`config.mk`:
```
export PLATFORM = sky130hd
export DESIGN_NAME = key_schedule
export DESIGN_NICKNAME = d
export VERILOG_FILES = /design/src/rtl/key_schedule.sv
export SDC_FILE = /design/constraint.sdc
export NUM_CORES = 1
export LEC_CHECK = 0
export BUFFER_PORTS_ARGS = -buffer_cell sky130_fd_sc_hd__buf_4
export CAP_MARGIN = 20
export CELL_PAD_IN_SITES_DETAIL_PLACEMENT = 1
export CELL_PAD_IN_SITES_GLOBAL_PLACEMENT = 1
export CORE_MARGIN = 3
export CORE_UTILIZATION = 40
export CTS_CLUSTER_DIAMETER = 150
export DETAILED_ROUTE_END_ITERATION = 8
export PLACE_DENSITY = 0.88
export REMOVE_ABC_BUFFERS = 1
export SYNTH_ARGS = -nofsm -noshare
export SYNTH_HDL_FRONTEND = slang
export SYNTH_SLANG_ARGS = --single-unit
export TNS_END_PERCENT = 50
```
`constraint.sdc`:
```
create_clock -name clk -period 5.95 [get_ports clk]
set_input_delay 0.2975 -clock clk [delete_from_list [all_inputs] [get_ports clk]]
set_output_delay 0.2975 -clock clk [all_outputs]
set_load 0.03 [all_outputs]
```
`src/rtl/key_schedule.sv`:
```
// key_schedule
//   Expands a 64-bit cipher key into round keys 0..NUM_ROUNDS and streams
//   them one per cycle over a valid/ready handshake to the round stage.
//   Round key 0 is the cipher key itself; each later key is derived from the
//   previous one with a nibble S-box, a rotate and a round constant.
//
// Ports
//   clk        sole clock, rising edge
//   rst        asynchronous, active-high reset
//   start      request to expand cipherKey (only looked at while idle)
//   cipherKey  64-bit key, captured when start is accepted
//   roundKey   current round key
//   roundIdx   index of the key on roundKey (0..NUM_ROUNDS)
//   keyValid   roundKey/roundIdx are valid
//   keyReady   downstream accepts roundKey this cycle
//   busy       expansion in progress (EMIT or DONE)
//   done       one-cycle pulse after the last key has been taken
module key_schedule #(
  parameter int NUM_ROUNDS = 10
) (
  input  logic        clk,
  input  logic        rst,
  input  logic        start,
  input  logic [63:0] cipherKey,
  output logic [63:0] roundKey,
  output logic [3:0]  roundIdx,
  output logic        keyValid,
  input  logic        keyReady,
  output logic        busy,
  output logic        done
);

  typedef enum logic [1:0] {
    IDLE = 2'd0,
    EMIT = 2'd1,
    DONE = 2'd2
  } state_t;

  localparam logic [3:0] LAST_IDX = 4'(NUM_ROUNDS);

  state_t      state_q, state_d;
  logic [63:0] key_q, key_d;
  logic [3:0]  idx_q, idx_d;
  // Cleared by reset and set by the first clock edge after release, so a
  // start that lines up with reset deassertion is never taken.
  logic        arm_q, arm_d;

  logic [63:0] next_key;

  function automatic logic [3:0] sbox(input logic [3:0] n);
    logic [3:0] r;
    case (n)
      4'h0: r = 4'hC;
      4'h1: r = 4'h5;
      4'h2: r = 4'h6;
      4'h3: r = 4'hB;
      4'h4: r = 4'h9;
      4'h5: r = 4'h0;
      4'h6: r = 4'hA;
      4'h7: r = 4'hD;
      4'h8: r = 4'h3;
      4'h9: r = 4'hE;
      4'hA: r = 4'hF;
      4'hB: r = 4'h8;
      4'hC: r = 4'h4;
      4'hD: r = 4'h7;
      4'hE: r = 4'h1;
      default: r = 4'h2;
    endcase
    return r;
  endfunction

  // Round constant for the key being produced; index 0 and anything past 10
  // are never used for a real key and return zero.
  function automatic logic [7:0] rcon(input logic [3:0] i);
    logic [7:0] r;
    case (i)
      4'd1:  r = 8'h01;
      4'd2:  r = 8'h02;
      4'd3:  r = 8'h04;
      4'd4:  r = 8'h08;
      4'd5:  r = 8'h10;
      4'd6:  r = 8'h20;
      4'd7:  r = 8'h40;
      4'd8:  r = 8'h80;
      4'd9:  r = 8'h1B;
      4'd10: r = 8'h36;
      default: r = 8'h00;
    endcase
    return r;
  endfunction

  // Next round key straight from the registered key, no pipelining, so a
  // transfer can load the following key on the same edge.
  always_comb begin
    logic [15:0] rot;
    logic [15:0] t;
    logic [15:0] w0n, w1n, w2n, w3n;
    rot = {key_q[11:0], key_q[15:12]};
    t = '0;
    for (int n = 0; n < 4; n++) begin
      t[4*n +: 4] = sbox(rot[4*n +: 4]);
    end
    t[15:8] = t[15:8] ^ rcon(idx_q + 4'd1);
    w0n = key_q[63:48] ^ t;
    w1n = key_q[47:32] ^ w0n;
    w2n = key_q[31:16] ^ w1n;
    w3n = key_q[15:0]  ^ w2n;
    next_key = {w0n, w1n, w2n, w3n};
  end

  // Next-state logic. The key register only moves on an accepted start or
  // on a handshake, which keeps roundKey/roundIdx frozen under back-pressure.
  always_comb begin
    state_d = state_q;
    key_d   = key_q;
    idx_d   = idx_q;
    arm_d   = 1'b1;
    case (state_q)
      IDLE: begin
        if (start && arm_q) begin
          key_d   = cipherKey;
          idx_d   = 4'd0;
          state_d = EMIT;
        end
      end
      EMIT: begin
        if (keyReady) begin
          if (idx_q == LAST_IDX) begin
            state_d = DONE;
          end else begin
            key_d = next_key;
            idx_d = idx_q + 4'd1;
          end
        end
      end
      DONE: begin
        state_d = IDLE;
      end
      default: begin
        state_d = IDLE;
      end
    endcase
  end

  always_ff @(posedge clk or posedge rst) begin
    if (rst) begin
      state_q <= IDLE;
      key_q   <= '0;
      idx_q   <= '0;
      arm_q   <= 1'b0;
    end else begin
      state_q <= state_d;
      key_q   <= key_d;
      idx_q   <= idx_d;
      arm_q   <= arm_d;
    end
  end

  assign roundKey = key_q;
  assign roundIdx = idx_q;
  assign keyValid = (state_q == EMIT);
  assign busy     = (state_q != IDLE);
  assign done     = (state_q == DONE);

endmodule
```
==> results of run 1 <==
[worst max path at each step]
stage | startpoint | to | slack [ns]
after floorplan | state_q[1]$_DFFE_PP0P_ | roundKey[11]$_DFFE_PP0P_ | 1.68
after global placement | roundIdx[0]$_DFFE_PP0P_ | roundKey[11]$_DFFE_PP0P_ | 2.97
after detailed placement | roundIdx[0]$_DFFE_PP0P_ | roundKey[11]$_DFFE_PP0P_ | 2.78
after CTS | roundIdx[0]$_DFFE_PP0P_ | roundKey[11]$_DFFE_PP0P_ | 2.74
after global routing | roundIdx[0]$_DFFE_PP0P_ | roundKey[11]$_DFFE_PP0P_ | 2.45
final | roundIdx[0]$_DFFE_PP0P_ | roundKey[11]$_DFFE_PP0P_ | 2.73
[registers in the layout, summed over array words and instances (netlist names)]
name / flops
roundIdx: 4
state_q: 2
roundKey: 64
arm_q: 1
[worst reg2reg max path, stage by stage (launching register included)]
cell                       delay (ns)
sky130_fd_sc_hd__dfrtp_1         0.52
sky130_fd_sc_hd__inv_1           0.18
sky130_fd_sc_hd__ha_1            0.19
sky130_fd_sc_hd__nand4b_1        0.16
sky130_fd_sc_hd__nand2_2         0.72
sky130_fd_sc_hd__buf_4           0.54
sky130_fd_sc_hd__nor3_1          0.10
sky130_fd_sc_hd__a211oi_1        0.25
sky130_fd_sc_hd__o311ai_0        0.17
sky130_fd_sc_hd__a311oi_1        0.30
[Yosys cell counts (5+ instances only)]
cell type                   instances  area share
sky130_fd_sc_hd__inv_1             23       0.016
sky130_fd_sc_hd__nand3_1           13       0.012
sky130_fd_sc_hd__buf_2              6      0.0055
sky130_fd_sc_hd__nor2b_1            5      0.0057
sky130_fd_sc_hd__nor3b_1            5      0.0068
sky130_fd_sc_hd__o22ai_1           17       0.019
sky130_fd_sc_hd__ha_1              28       0.064
sky130_fd_sc_hd__dfrtp_1           71        0.32
sky130_fd_sc_hd__clkbuf_1          33       0.023
sky130_fd_sc_hd__buf_1              9      0.0061
sky130_fd_sc_hd__a21oi_1           71       0.065
sky130_fd_sc_hd__nand2_1           62       0.042
sky130_fd_sc_hd__xnor2_1           39       0.062
sky130_fd_sc_hd__a31oi_1            8      0.0091
sky130_fd_sc_hd__xor2_1            16       0.025
sky130_fd_sc_hd__nor2_1            65       0.044
sky130_fd_sc_hd__o22a_1            11       0.018
sky130_fd_sc_hd__nor3_1             7      0.0064
sky130_fd_sc_hd__mux2i_1            9       0.016
sky130_fd_sc_hd__nand3b_1           7      0.0096
sky130_fd_sc_hd__a22oi_1            9       0.012
sky130_fd_sc_hd__o21ai_0           55       0.050
sky130_fd_sc_hd__xnor3_1            5       0.020
sky130_fd_sc_hd__a2bb2oi_1          7       0.011
sky130_fd_sc_hd__mux4_2             7       0.029
[cell type report]
| class | count | area, sq um | share of cell area |
|---|---|---|---|
| Timing Repair Buffer | 142 | 1066 | 0.1541 |
| Tap cell | 176 | 220.2 | 0.03183 |
| Clock buffer | 12 | 266.5 | 0.03852 |
| Sequential cell | 71 | 1777 | 0.2568 |
| Inverter | 23 | 88.84 | 0.01284 |
| Clock inverter | 3 | 65.06 | 0.009405 |
| Multi-Input combinational cell | 508 | 3435 | 0.4965 |
[cells by family (layout without fill, tap and decap cells)]
group,Yosys count,count (layout),synth area share
fa+ha+maj,28,28,0.06372
xor+xnor,62,62,0.1161
mux,17,17,0.04984
simple gates,190,190,0.1595
buf+inv,73,180,0.05325
flops,71,71,0.3232
compound gates,210,210,0.2337
other cells,1,1,0.0006821
[layer usage]
metal / share of wire / vias to the layer above
li1: - / 2515
met5: 0 / -
met2: 0.51 / 122
met1: 0.42 / 2625
met4: 0.015 / 0
met3: 0.053 / 23
[power groups by stage]
stage	clock network, W	registers (W)	logic (W)
2_1_floorplan	0	0.00147	0.00216
3_3_place_gp	0	0.00112	0.00331
3_5_place_dp	0	0.00114	0.00348
4_1_cts	0.000621	0.00114	0.00354
5_1_grt	0.000645	0.00120	0.00383
6_report	0.000615	0.00115	0.00351
[per-stage QoR]
step	area, sq um	worst slack, ns	hold WS (ns)
after floorplan	5291	1.684	0.4093
after global placement	6586	2.974	0.5142
after detailed placement	6586	2.779	0.5356
after CTS	6918	2.738	0.1745
after global routing	6918	2.447	0.1848
final	6918	2.725	0.1817
==> out/metrics.yaml, run 1 <==
outcome:
  status: "finished clean"
die:
  die_w_microns: 123.2
  ios: 139
  initial_core_util: 0.4119
  die_y_microns: 123.2
  design.die.area_sq_mm: 0.01519
  rows: 42
  core_sq_mm: 0.01335
critical_path:
  maximum_fanout_encountered_on_the_critical_timing_path: 49
  buffer_and_inverter_count_on_the_worst_path: 2
  worstReg2RegEnd: "roundKey[11]$_DFFE_PP0P_"
  endpoint_kind: "flop"
  worst_path_max_delay_cell: "sky130_fd_sc_hd__nand2_2"
  crit_required_ns: 6.19
  timing.critical_path.max_delay_family: "simple AND/OR/NAND/NOR gates"
  worstSetupPathDepth: 9
  critPathArrivalTime_ns: 3.46
  reg2reg_setup_slack_ns: 2.73
  path_cells: "inv_1 > ha_1 > nand4b_1 > nand2_2 > buf_4 > nor3_1 > a211oi_1 > o311ai_0 > a311oi_1"
  worst_r2r_path_depth: 9
  worstSetupPathType: "flop to flop"
  worst_r2r_startpoint: "roundIdx[0]$_DFFE_PP0P_"
  startpoint_type: "flop"
  timing.critical_path.slowest_cell_delay_ns: 0.72
cells_and_area:
  nFillCells: 1607
  layout-drive-gt1-share: 0.2332
  layout.cells.most_common_list: "sky130_fd_sc_hd__buf_4, sky130_fd_sc_hd__a21oi_1, sky130_fd_sc_hd__dfrtp_1"
  insertedDiodeCount: 0
  layout.core_utilization: 0.5183
  synthToLayoutAreaGrowth_pct: 25.83
  instances_no_fill: 935
  fin_nets: 851
  layout_commonest_cell: "sky130_fd_sc_hd__buf_4"
clock_network:
  cts-root-buf: "sky130_fd_sc_hd__clkbuf_16"
  cts_tree: "built"
  cts_sinks: 71
  insertion_delay_ns: 0.35
  post_cts.resized_instances: 0
  cts.hold.buffers_added: 0
  post-cts-setup-buffers: 0
  cts-root-to-sink-buffers: 2
  numCtsBuffers: 9
  clkSlewWorstSetupHoldPaths_ns: 0.06
  cts_htree_levels: 3
synth:
  ys_seq_elements: 71
  synth_async_sr_flop_share: 1.000
  synthFlopType: "sky130_fd_sc_hd__dfrtp_1"
  synth.distinct_cells: 61
  ys_seq_area_frac: 0.3232
  number_of_enable_flip_flop_cells_after_synthesis: 0
  netlist_instances: 652
  yosysWarningCount: 0
  syn_area_per_cell_sq_um: 8.432
  post_synthesis_instance_area_sq_mm: 0.005498
timing:
  finalMaxSlewViolations: 0
  period_needed_ns: 3.225
  final-hold-violation-count: 0
  slew_headroom: 0.3343
  setup_tns_ns: 0
  setup_repair_after_global_routing_missed_its_margin: "false"
  post-route-period-util: 0.5420
  finalClockSkew_ns: 0.008505
  worst_slew_pin_slew_ns: 0.9986
  max_freq_ghz: 0.3101
  setup_viol: 0
global_route:
  grt_pass1_vias: 5523
  grt_use_met2: 0.3965
  grt_util_met3: 0.05306
  grt_usage: 0.2308
  antenna_found_initial: 0
  busiest_layer: "met2"
  grt_overflow_total: 0
  grt_pass1_wl_microns: 27760
  maximum_number_of_pins_on_one_net_before_global_route_repair: 94
  globalRouteMet1Util: 0.2896
drt:
  ant_nets: 0
  drt-wirelength-per-cell_microns: 18.63
  drt_iter0_drc: 301
  firstDrtPassIters: 4
  drt_wl_total_microns: 17420
  drcViolationCount: 0
  num_vias: 5285
  route.detailed.vias_per_inst: 5.652
min_path:
  hp-class: "input port to flop"
  hold_end: "state_q[0]$_DFFE_PP0P_"
  hold_path_startpoint: "keyReady"
  holdPathStages: 2
pwr:
  seq_power_share: 0.218
  p_sw_frac: 0.5030
  cellInternalPower_w: 0.002621
  pwr_density_cell_mw_per_mm2: 762.2
  total_switching_power_w: 0.002652
  peakVddDrop_uv: 312.7
  combinational_power_share: 0.665
  power.total_w: 0.005273
  power.share.clock: 0.117
  power_leakage_nw: 3.135
placement:
  place.port_buffers: 138
  dp_cells: 920
  global_placer_s_final_weighted_congestion: 0.8326
  half_perimeter_wire_length_of_the_detailed_placement_result_microns: 11980
job:
  max_cap_viol_count: 0
No activity file was read; power rests on OpenSTA's default activity.
==> inputs of run 2 (changes only) <==
- CORE_UTILIZATION: 40 -> 36
- PLACE_DENSITY: 0.88 -> 0.84
- clock period: 5.95 -> 2.9 ns (I/O delays scaled with it)
==> run 2 against run 1 <==
Compared with the run above: critical path depth decreased by 1; via count increased by 1.3%; flip-flop and latch count unchanged; utilization decreased by 4.3 points; non-clock buffer count increased by 16; largest power group unchanged.
==> out/metrics.yaml, run 2 (synthesis results as in run 1) <==
outcome:
  status: "finished clean"
placement:
  global_placer_s_final_weighted_congestion: 0.8716
  detailedPlace.worstSlack_ns: 0.1420
  place_area_sq_mm: 0.006721
  dp_cells: 943
  place.port_buffers: 138
  half_perimeter_wire_length_of_the_detailed_placement_result_microns: 13070
die:
  core_sq_mm: 0.01475
  die_w_microns: 129.6
  die_y_microns: 129.6
  initial_core_util: 0.3726
  rows: 44
  ios: 139
  design.die.area_sq_mm: 0.01679
critical_path:
  crit_required_ns: 3.17
  startpoint_type: "flop"
  worstSetupPathType: "flop to flop"
  path_cells: "inv_1 > ha_1 > mux4_1 > xnor2_2 > xnor3_1 > xor2_1 > or3_1 > nand4_1"
  critPathArrivalTime_ns: 3.02
  maximum_fanout_encountered_on_the_critical_timing_path: 8
  endpoint_kind: "flop"
  timing.critical_path.slowest_cell_delay_ns: 0.56
  worst_path_max_delay_cell: "sky130_fd_sc_hd__mux4_1"
clock_network:
  cts-root-buf: "sky130_fd_sc_hd__clkbuf_16"
  cts_htree_levels: 3
  cts_tree: "built"
  insertion_delay_ns: 0.34
  cts-root-to-sink-buffers: 2
  clkSlewWorstSetupHoldPaths_ns: 0.06
  cts_sinks: 71
  numCtsBuffers: 9
drt:
  drt-wirelength-per-cell_microns: 18.57
  firstDrtPassIters: 5
  ant_nets: 0
  num_vias: 5356
  drt_iter0_drc: 346
  drcViolationCount: 0
  drt_wl_total_microns: 17800
  route.detailed.vias_per_inst: 5.585
global_route:
  grt_pass1_vias: 5640
  grt_overflow_total: 0
  grt_usage: 0.2153
  grt_pass1_wl_microns: 28840
  maximum_number_of_pins_on_one_net_before_global_route_repair: 63
  antenna_found_initial: 0
timing:
  timing.hold.ws_ns: 0.02691
  finalClockSkew_ns: 0.005221
  period_needed_ns: 2.748
  slew_headroom: 0.5791
  finalMaxSlewViolations: 0
  final-hold-violation-count: 0
  setup_viol: 0
  post-route-period-util: 0.9477
  timing.final.ws_setup_ns: 0.1515
  max_freq_ghz: 0.3638
  setup_repair_after_global_routing_missed_its_margin: "false"
  worst_slew_pin_slew_ns: 0.6314
cells_and_area:
  synthToLayoutAreaGrowth_pct: 27.67
  fin_nets: 867
  postLayoutCellArea_sq_mm: 0.007019
  instances_no_fill: 959
  layout.core_utilization: 0.4757
  layout.cells.most_common_list: "sky130_fd_sc_hd__buf_4, sky130_fd_sc_hd__a21oi_1, sky130_fd_sc_hd__dfrtp_1"
  largest_register_ffs: 64
  layout_commonest_cell: "sky130_fd_sc_hd__buf_4"
  insertedDiodeCount: 0
  layout-drive-gt1-share: 0.2477
pwr:
  seq_power_share: 0.211
  total_switching_power_w: 0.005429
  peakVddDrop_uv: 769.8
  power.share.clock: 0.099
  pwr_density_cell_mw_per_mm2: 1535
  combinational_power_share: 0.690
  cellInternalPower_w: 0.005347
  power_leakage_nw: 3.188
  p_sw_frac: 0.5038
min_path:
  hp-class: "input port to flop"
job:
  max_cap_viol_count: 0
==> run 2: path summary, 6_finish.rpt <==
check / from / to / slack (ns) / depth (start not counted)
setup / recovery: roundKey[9]$_DFFE_PP0P_ / roundKey[14]$_DFFE_PP0P_ / 0.15 / 8
hold / removal: keyReady / state_q[0]$_DFFE_PP0P_ / 0.03 / 2
setup reg to reg: roundKey[9]$_DFFE_PP0P_ / roundKey[14]$_DFFE_PP0P_ / 0.15 / 8
hold reg to reg: roundKey[56]$_DFFE_PP0P_ / roundKey[56]$_DFFE_PP0P_ / 0.52 / 2
max in group asynchronous: rst / roundKey[11]$_DFFE_PP0P_ / 1.84 / 5
min in group asynchronous: rst / roundKey[36]$_DFFE_PP0P_ / 0.33 / 3
==> run 2: metrics by stage <==
step                power [W]  TNS, ns
floorplan            0.007456   -40.25
detailed placement   0.009694        0
global placement     0.009262        0
global route          0.01170        0
CTS                   0.01083        0
finish                0.01078        0
==> run 2: final cells by class <==
type | count | area [sq um]
Timing Repair Buffer | 158 | 1201
Inverter | 23 | 88.84
Multi-Input combinational cell | 508 | 3442
Sequential cell | 71 | 1779
Clock buffer | 15 | 277.8
Fill cell | 1751 | 7735
Tap cell | 184 | 230.2
==> run 2: per-layer routing <==
layer	GRT usage	part of all wire	vias to the layer above	wire (microns)
met5	0	0	-	0
met4	0.05318	0.0094	0	168
met3	0.06142	0.063	14	1123
met2	0.3700	0.51	132	9094
met1	0.2671	0.42	2673	7418
li1	-	-	2537	-
==> run 2: repair_timing <==
item / CTS / global route
buffers inserted: 0 / 0
setup endpoints to repair: 0 / 4
hold buffers: 1 / 0
gates resized for setup: 0 / 3
endpoints found under the hold margin: 17 / 0
==> run 2: worst max-delay path: cells and delay by family, from the launching register on <==
family | cells | cell delay [ns]
buffers and inverters | 1 | 0.13
multiplexers | 1 | 0.56
AND/OR/NAND/NOR | 2 | 0.41
XOR/XNOR | 3 | 0.76
adder cells (fa/ha/maj) | 1 | 0.34
flip-flops | 1 | 0.47
==> run 2: power by group through the flow <==
stage	Clock [W]	Sequential, W	Combinational [W]
global route	0.00115	0.00238	0.00817
global placement	0	0.00221	0.00705
CTS	0.00110	0.00227	0.00746
floorplan	0	0.00302	0.00443
detailed placement	0	0.00228	0.00741
finish	0.00107	0.00228	0.00743
